[config.mk]
export PLATFORM = sky130hd
export DESIGN_NAME = config_loader_flat
export DESIGN_NICKNAME = d
export VERILOG_FILES = /design/src/rtl/cm_pkg.sv /design/src/rtl/config_loader_if.sv /design/src/rtl/config_en_decoder.sv /design/src/rtl/config_loader.sv /design/src/flat_wrapper.sv
export SDC_FILE = /design/constraint.sdc
export NUM_CORES = 1
export LEC_CHECK = 0
export BUFFER_PORTS_ARGS = -buffer_cell sky130_fd_sc_hd__clkbuf_2
export CORE_UTILIZATION = 48
export CTS_CLUSTER_SIZE = 28
export DETAILED_ROUTE_END_ITERATION = 12
export GPL_ROUTABILITY_DRIVEN = 0
export PLACE_DENSITY_LB_ADDON = 0.2
export REMOVE_ABC_BUFFERS = 1
export SLEW_MARGIN = 20
export SYNTH_ARGS = -nofsm -noshare
export SYNTH_HDL_FRONTEND = slang
export SYNTH_SLANG_ARGS = --single-unit
[constraint.sdc]
create_clock -name clk -period 2.6 [get_ports clk]
set_clock_uncertainty 0.05 [all_clocks]
set_input_delay 0.26 -clock clk [delete_from_list [all_inputs] [get_ports clk]]
set_output_delay 0.26 -clock clk [all_outputs]
set_load 0.03 [all_outputs]
[src/rtl/cm_pkg.sv]
// Shared encodings and default sizes for the LUT-tile config loader.
package cm_pkg;
  localparam logic [2:0] S_IDLE   = 3'd0;
  localparam logic [2:0] S_WAIT   = 3'd1;
  localparam logic [2:0] S_SETUP  = 3'd2;
  localparam logic [2:0] S_ENABLE = 3'd3;
  localparam logic [2:0] S_HOLD   = 3'd4;
  localparam logic [2:0] S_DONE   = 3'd5;

  typedef enum logic [2:0] {
    IDLE   = S_IDLE,
    WAIT   = S_WAIT,
    SETUP  = S_SETUP,
    ENABLE = S_ENABLE,
    HOLD   = S_HOLD,
    DONE   = S_DONE
  } state_e;

  localparam int WORDS_DEF = 24;
  localparam int WIDTH_DEF = 32;
  localparam int IDX_W     = $clog2(WORDS_DEF);
  // Pulse counter covers EN_CYCLES up to 4.
  localparam int PCNT_W    = 2;
endpackage

[src/rtl/config_loader_if.sv]
// Handshake and latch-bank bus between the tile controller and config_loader.
interface config_loader_if #(
  parameter int WORDS = 24,
  parameter int WIDTH = 32
);
  logic             io_start;
  logic             io_abort;
  logic             io_in_valid;
  logic [WIDTH-1:0] io_in_bits;
  logic             io_in_ready;
  logic [WIDTH-1:0] io_d_out;
  logic [WORDS-1:0] io_configs_en;
  logic             io_busy;
  logic             io_done;

  modport master (
    output io_start, io_abort, io_in_valid, io_in_bits,
    input  io_in_ready, io_d_out, io_configs_en, io_busy, io_done
  );

  modport slave (
    input  io_start, io_abort, io_in_valid, io_in_bits,
    output io_in_ready, io_d_out, io_configs_en, io_busy, io_done
  );
endinterface

[src/rtl/config_en_decoder.sv]
// Gated index-to-one-hot decoder for the latch-bank enable vector.
module config_en_decoder #(
  parameter int WORDS = 24,
  parameter int IW    = 5
) (
  input  logic [IW-1:0]    idx_i,
  input  logic             en_i,
  output logic [WORDS-1:0] onehot_o
);
  for (genvar g = 0; g < WORDS; g++) begin : g_dec
    assign onehot_o[g] = en_i & (idx_i == IW'(g));
  end
endmodule

[src/rtl/config_loader.sv]
// Streams config words into the latch bank: present data, pulse one enable,
// hold data, repeat for every latch group.
module config_loader
  import cm_pkg::*;
#(
  parameter int WORDS     = WORDS_DEF,
  parameter int WIDTH     = WIDTH_DEF,
  parameter int EN_CYCLES = 1
) (
  input  logic             clk,
  input  logic             reset,
  config_loader_if.slave   bus
);
  localparam int IW = (WORDS > 1) ? $clog2(WORDS) : 1;

  state_e            state_q, state_d;
  logic [IW-1:0]     idx_q, idx_d;
  logic [PCNT_W-1:0] cnt_q, cnt_d;
  logic [WIDTH-1:0]  dout_q, dout_d;
  logic [WORDS-1:0]  en_q, en_d;
  logic              en_gate;

  // Enables decode from the next state so the registered vector is glitch-free.
  assign en_gate = (state_d == ENABLE);

  config_en_decoder #(.WORDS(WORDS), .IW(IW)) u_dec (
    .idx_i    (idx_d),
    .en_i     (en_gate),
    .onehot_o (en_d)
  );

  always_comb begin
    state_d = state_q;
    idx_d   = idx_q;
    cnt_d   = cnt_q;
    dout_d  = dout_q;
    case (state_q)
      IDLE: if (bus.io_start) begin
        idx_d   = '0;
        state_d = WAIT;
      end
      WAIT: if (bus.io_in_valid) begin
        dout_d  = bus.io_in_bits;
        state_d = SETUP;
      end
      SETUP: begin
        cnt_d   = '0;
        state_d = ENABLE;
      end
      ENABLE: begin
        if (cnt_q == PCNT_W'(EN_CYCLES - 1)) state_d = HOLD;
        else                                 cnt_d   = cnt_q + 1'b1;
      end
      HOLD: begin
        if (idx_q == IW'(WORDS - 1)) state_d = DONE;
        else begin
          idx_d   = idx_q + 1'b1;
          state_d = WAIT;
        end
      end
      DONE:    state_d = IDLE;
      default: state_d = IDLE;
    endcase
    // Abort beats everything, including a same-cycle WAIT handshake.
    if (state_q != IDLE && bus.io_abort) begin
      state_d = IDLE;
      idx_d   = '0;
      cnt_d   = '0;
      dout_d  = dout_q;
    end
  end

  always_ff @(posedge clk) begin
    if (reset) begin
      state_q <= IDLE;
      idx_q   <= '0;
      cnt_q   <= '0;
      dout_q  <= '0;
      en_q    <= '0;
    end else begin
      state_q <= state_d;
      idx_q   <= idx_d;
      cnt_q   <= cnt_d;
      dout_q  <= dout_d;
      en_q    <= en_d;
    end
  end

  assign bus.io_in_ready   = (state_q == WAIT);
  assign bus.io_busy       = (state_q == WAIT) || (state_q == SETUP) ||
                             (state_q == ENABLE) || (state_q == HOLD);
  assign bus.io_done       = (state_q == DONE);
  assign bus.io_d_out      = dout_q;
  assign bus.io_configs_en = en_q;
endmodule

[src/flat_wrapper.sv]
// flat-port wrapper written by rule: the top's interface ports become plain ports
module config_loader_flat import cm_pkg::*;
#(
  parameter int WORDS     = WORDS_DEF,
  parameter int WIDTH     = WIDTH_DEF,
  parameter int EN_CYCLES = 1
)
  (clk, reset, bus_io_start, bus_io_abort, bus_io_in_valid, bus_io_in_bits, bus_io_in_ready, bus_io_d_out, bus_io_configs_en, bus_io_busy, bus_io_done);
  config_loader_if #(.WORDS(WORDS), .WIDTH(WIDTH)) bus_i ();
  input  logic clk;
  input  logic reset;
  input wire logic [$bits(bus_i.io_start)-1:0] bus_io_start;
  input wire logic [$bits(bus_i.io_abort)-1:0] bus_io_abort;
  input wire logic [$bits(bus_i.io_in_valid)-1:0] bus_io_in_valid;
  input wire logic [$bits(bus_i.io_in_bits)-1:0] bus_io_in_bits;
  output wire logic [$bits(bus_i.io_in_ready)-1:0] bus_io_in_ready;
  output wire logic [$bits(bus_i.io_d_out)-1:0] bus_io_d_out;
  output wire logic [$bits(bus_i.io_configs_en)-1:0] bus_io_configs_en;
  output wire logic [$bits(bus_i.io_busy)-1:0] bus_io_busy;
  output wire logic [$bits(bus_i.io_done)-1:0] bus_io_done;
  assign bus_i.io_start = bus_io_start;
  assign bus_i.io_abort = bus_io_abort;
  assign bus_i.io_in_valid = bus_io_in_valid;
  assign bus_i.io_in_bits = bus_io_in_bits;
  assign bus_io_in_ready = bus_i.io_in_ready;
  assign bus_io_d_out = bus_i.io_d_out;
  assign bus_io_configs_en = bus_i.io_configs_en;
  assign bus_io_busy = bus_i.io_busy;
  assign bus_io_done = bus_i.io_done;
  config_loader #(.WORDS(WORDS), .WIDTH(WIDTH), .EN_CYCLES(EN_CYCLES)) u_core (.clk(clk), .reset(reset), .bus(bus_i));
endmodule
==> out/qor.yml, run 1 <==
hold_slack_ps: 82.7
fin_ws_ps: 289
hold_path.class: "input pin to register"
area_delta_synth_final_pct: 29.6
grt_max_degree: 43
grt_use_total: 0.213
initial_core_util: 0.513
leakagePower_nw: 1.38
cts_sinks: 66
setup_viol: 0
grt_pass1_wl_um: 8790
postLayoutCellArea_um2: 3240
layout.cells.non_filler: 450
viasPerCell: 4.97
final_core_util: 0.665
antenna_found_initial: 0
ir_worst_vdd_uv: 430
cp_slowest_cell: "o21ai_1"
place_area_um2: 3020
finalWirelength_um: 5570
cp_num_buf_inv: 0
first_global_vias: 1998
final-hold-violation-count: 0
htree_levels: 3
status: "complete, no violations"
synth_top_flop_cell: "dfxtp_1"
whs_endpoint: "u_core.bus.io_d_out[10]"
cts.path.max_buffers: 2
syn_area_um2: 2500
whs_path_depth: 3
slowest_delay_ps: 780
rr_worst_depth: 6
p_per_area_nw_per_um2: 680
dieArea_um2: 5510
cts_hold_buffers: 0
final_common_cell: "clkbuf_2"
final_cell_mix: "95 x clkbuf_2, 71 x nand2_1, 66 x dfxtp_1"
synth_cells: 288
dieWidth_um: 74.2
slew_headroom: 0.338
die_h_um: 74.2
route.detailed.drc: 0
async_flop_share: 0
ff2ff_setup_slack_ps: 290
num_vias: 2235
synth_edf_count: 0
clock.fmax_mhz: 433
place_ws_ps: 305
path_class: "register to register"
path_max_fanout: 12
antenna_cells: 0
reg2reg_from: "u_core.idx_q[0]"
rsz0062_at_grt: "false"
drtIter0Drc: 159
r2r_end: "u_core.bus.io_configs_en[4]"
finalMaxSlewViolations: 0
placedCellCount: 434
routedWlPerCell_um: 12.4
fin_crit_ps: 2310
gr-total-overflow: 0
final_nets: 417
clockRootBuffer: "clkbuf_8"
worstHoldStart: "bus_io_in_bits[10]"
syn_area_per_cell_um2: 8.69
clkTransAtPathRegs_ps: 70
clock_latency_ps: 340
path_cells: "ha_1 > nand4b_1 > mux2_1 > a22oi_1 > o21ai_1 > nor3_1"
worstPathRequired_ps: 2730
crit_arrival_ps: 2440
endpoint_kind: "register"
startpoint_type: "register"
cts_resized: 0
dr.pass1.iters: 4
cap_violations: 0
worst_slew_pin_slew_ps: 987
finalCritPeriodShare: 0.889
port_buffers: 95
ant_nets: 0
io_pins: 96
ys_types: 45
dp_hpwl_um: 3980
path_delay_family: "compound AO/OA/AOI/OAI gates"
synth-seq-area-share: 0.528
ys_seq_elements: 66
rows: 25
layout-drive-gt1-share: 0.334
yosysWarnings: 0
core-area_um2: 4880
cts_setup_buffers: 0
cts_buffers: 9
cts_tree: "yes"
## state kept, by name, summed over array words and instances, names as in the netlist
register                  cells
u_core.bus.io_d_out          32
u_core.bus.io_configs_en     24
u_core.cnt_q                  2
u_core.state_q                3
u_core.idx_q                  5
## cell type report
type	instances	area, um2
Clock inverter	6	88.8
Multi-Input combinational cell	198	1090
Clock buffer	10	138
Sequential cell	66	1320
Tap cell	67	83.8
Timing Repair Buffer	100	513
Inverter	3	11.3
Fill cell	435	1640
## worst max-delay path by stage
stage	startpoint	to	slack [ps]	cells past startpoint
2_1_floorplan	u_core.state_q[0]	u_core.bus.io_d_out[0]	-140	5
4_1_cts	u_core.idx_q[0]	u_core.bus.io_configs_en[4]	300	6
3_3_place_gp	u_core.idx_q[0]	u_core.bus.io_configs_en[16]	400	6
6_report	u_core.idx_q[0]	u_core.bus.io_configs_en[4]	290	6
5_1_grt	u_core.idx_q[0]	u_core.bus.io_configs_en[0]	60	6
3_5_place_dp	u_core.idx_q[0]	u_core.bus.io_configs_en[4]	300	6
## metal layers
layer / global-route usage / vias up / part of all wire
li1: - / 1156 / -
met1: 0.246 / 1006 / 0.46
met2: 0.356 / 66 / 0.46
met3: 0.0854 / 7 / 0.070
met4: 0.0769 / 0 / 0.012
met5: 0 / - / 0
## cell usage after synthesis (all sizes together) (2+ instances only)
master,n,area share
nor2,6,0.0090
or3b,2,0.0070
or3,2,0.0050
inv,3,0.0045
nand2b,4,0.010
a21o,2,0.0060
a31oi,2,0.0050
and2,2,0.0050
a22oi,2,0.0080
ha,2,0.010
o21ai,4,0.0080
nand2,71,0.11
o21a,2,0.0060
mux2i,2,0.0080
clkbuf,16,0.024
nor2b,5,0.013
or2,3,0.0085
dfxtp,66,0.53
nand3,3,0.0060
buf,5,0.010
nor3,31,0.078
a21oi,36,0.072
## report_power, final
group | switching [W] | internal (W)
Sequential | 0.0000184 | 0.00103
Combinational | 0.000132 | 0.0000741
Clock | 0.000384 | 0.000567
## through the flow
step	TNS, ps	power (W)
4_1_cts	0	0.00223
3_5_place_dp	0	0.00128
2_1_floorplan	-4320	0.00119
5_1_grt	0	0.00229
6_report	0	0.00221
3_3_place_gp	0	0.00128
## worst register-to-register path, delay by kind of cell (launching register included)
kind	cells	cell delay, ps
fa+ha+maj	1	230
compound gates	2	850
flops	1	410
simple gates	2	340
mux	1	260
## cell families after synthesis
group | Yosys count | share of synthesized area
XOR/XNOR | 2 | 0.0100
AND/OR/NAND/NOR | 135 | 0.269
adder cells (fa/ha/maj) | 3 | 0.0140
multiplexers | 3 | 0.0125
AO/OA/AOI/OAI | 55 | 0.128
flip-flops | 66 | 0.528
buffers and inverters | 24 | 0.0390
Power figures use the tool's default switching activity.
==> run 2, diff against run 1 <==
--- a/config.mk
+++ b/config.mk
@@ -10,6 +10,7 @@
 export CTS_CLUSTER_SIZE = 28
 export DETAILED_ROUTE_END_ITERATION = 12
 export GPL_ROUTABILITY_DRIVEN = 0
+export MAX_ROUTING_LAYER = met4
 export PLACE_DENSITY_LB_ADDON = 0.2
 export REMOVE_ABC_BUFFERS = 1
 export SLEW_MARGIN = 20
==> run 2 against run 1 <==
Effect of this change: core utilization did not move; sequential power barely moved; count of clock-buffer cells in the layout did not move; clock power barely moved; sequential share of layout area did not move; wire length barely moved; global-route usage rose by 0.65 points; critical path type unchanged.
==> out/qor.yml, run 2 (synthesized netlist as in run 1, its figures left out) <==
status: "complete, no violations"  # unchanged
path_max_fanout: 12  # unchanged
place_ws_ps: 305  # unchanged
die_h_um: 74.2  # unchanged
placedCellCount: 434  # unchanged
layout.cells.non_filler: 450  # unchanged
worstPathRequired_ps: 2730  # about the same
ir_worst_vdd_uv: 429  # was 430 uV
gr-total-overflow: 0  # unchanged
cts.path.max_buffers: 2  # unchanged
whs_path_depth: 3  # unchanged
cts_hold_buffers: 0  # unchanged
final_common_cell: "clkbuf_2"  # unchanged
num_vias: 2230  # was 2,235
top_layer: "met4"  # unchanged
final_nets: 417  # unchanged
hold_path.class: "input pin to register"  # unchanged
rr_worst_depth: 6  # unchanged
dp_hpwl_um: 3980  # unchanged
initial_core_util: 0.513  # unchanged
route.detailed.drc: 0  # unchanged
cts_buffers: 9  # unchanged
clkTransAtPathRegs_ps: 70  # about the same
ff2ff_setup_slack_ps: 290  # about the same
leakagePower_nw: 1.38  # unchanged
grt_pass1_wl_um: 8780  # was 8790 um
clockRootBuffer: "clkbuf_8"  # unchanged
cts_sinks: 66  # unchanged
p_per_area_nw_per_um2: 679  # was 680 nW/um2
htree_levels: 3  # unchanged
cts_tree: "yes"  # unchanged
rows: 25  # unchanged
rsz0062_at_grt: "false"  # unchanged
antenna_found_initial: 0  # unchanged
fin_ws_ps: 289  # about the same
m1WireLength_um: 2590  # was 2560 um
io_pins: 96  # unchanged
grt_max_degree: 43  # unchanged
layout-drive-gt1-share: 0.334  # unchanged
viasPerCell: 4.96  # was 4.97
first_global_vias: 1999  # was 1,998
worst_slew_pin_slew_ps: 986  # was 987 ps
dr.pass1.iters: 4  # unchanged
routedWlPerCell_um: 12.4  # about the same
finalMaxSlewViolations: 0  # unchanged
clock_latency_ps: 340  # about the same
cts_resized: 0  # unchanged
wl_met3_um: 369  # was 388 um
finalWirelength_um: 5570  # about the same
slew_headroom: 0.338  # about the same
wl_met2_um: 2540  # was 2560 um
power_w: 0.00220  # was 0.00221 W
ant_nets: 0  # unchanged
largest_reg_flops: 32  # unchanged
postLayoutCellArea_um2: 3240  # unchanged
setup_viol: 0  # unchanged
endpoint_kind: "register"  # unchanged
clock.fmax_mhz: 433  # about the same
grt_use_total: 0.219  # was 0.213
port_buffers: 95  # unchanged
final_cell_mix: "95 x clkbuf_2, 71 x nand2_1, 66 x dfxtp_1"  # unchanged
finalCritPeriodShare: 0.889  # about the same
startpoint_type: "register"  # unchanged
dieWidth_um: 74.2  # unchanged
final-hold-violation-count: 0  # unchanged
dieArea_um2: 5510  # unchanged
antenna_cells: 0  # unchanged
area_delta_synth_final_pct: 29.6  # unchanged
path_class: "register to register"  # unchanged
fin_crit_ps: 2310  # about the same
core-area_um2: 4880  # unchanged
drtIter0Drc: 159  # unchanged
crit_arrival_ps: 2440  # about the same
cts_setup_buffers: 0  # unchanged
place_area_um2: 3020  # unchanged
cap_violations: 0  # unchanged
-- run 2: cell counts in the layout (fill, tap and decap cells not counted) --
Identical to the previous run, type by type.
-- run 2: path summary, 6_finish.rpt --
path                                               from                           to
worst min register to register  u_core.bus.io_d_out[15]      u_core.bus.io_d_out[15]
worst max register to register          u_core.idx_q[0]  u_core.bus.io_configs_en[4]
worst max-delay path                    u_core.idx_q[0]  u_core.bus.io_configs_en[4]
worst min-delay path                 bus_io_in_bits[10]      u_core.bus.io_d_out[10]
-- run 2: metrics by stage --
stage	hold WS (ps)	util	setup TNS, ps
after floorplan	279	-	-4320
after global placement	392	0.618	0
after detailed placement	396	0.618	0
after CTS	64.4	0.665	0
after global routing	85.9	0.665	0
final	85.8	0.665	0
-- run 2: power by group --
part           internal (W)  leakage, nW  switching [W]
registers           0.00103        0.533      0.0000181
logic             0.0000741        0.734       0.000132
clock network      0.000567        0.109       0.000382
total               0.00167         1.38       0.000532
-- run 2: final cells by class --
class / instances / area [um2]
fill: 435 / 1640
sequential: 66 / 1320
multi-input combinational: 198 / 1090
timing repair buffer: 100 / 513
clock buffer: 10 / 138
clock inverter: 6 / 88.8
tap: 67 / 83.8
inverter: 3 / 11.3
-- run 2: per-layer routing --
layer  track usage  vias up
li1              -     1153
met1         0.246     1009
met2         0.356       61
met3        0.0840        7
met4        0.0769        0
met5             -        -
-- run 2: critical path, stage by stage, from the launching register on --
cell	delay, ps
dfxtp_1	410
ha_1	230
nand4b_1	200
mux2_1	260
a22oi_1	70
o21ai_1	780
nor3_1	140
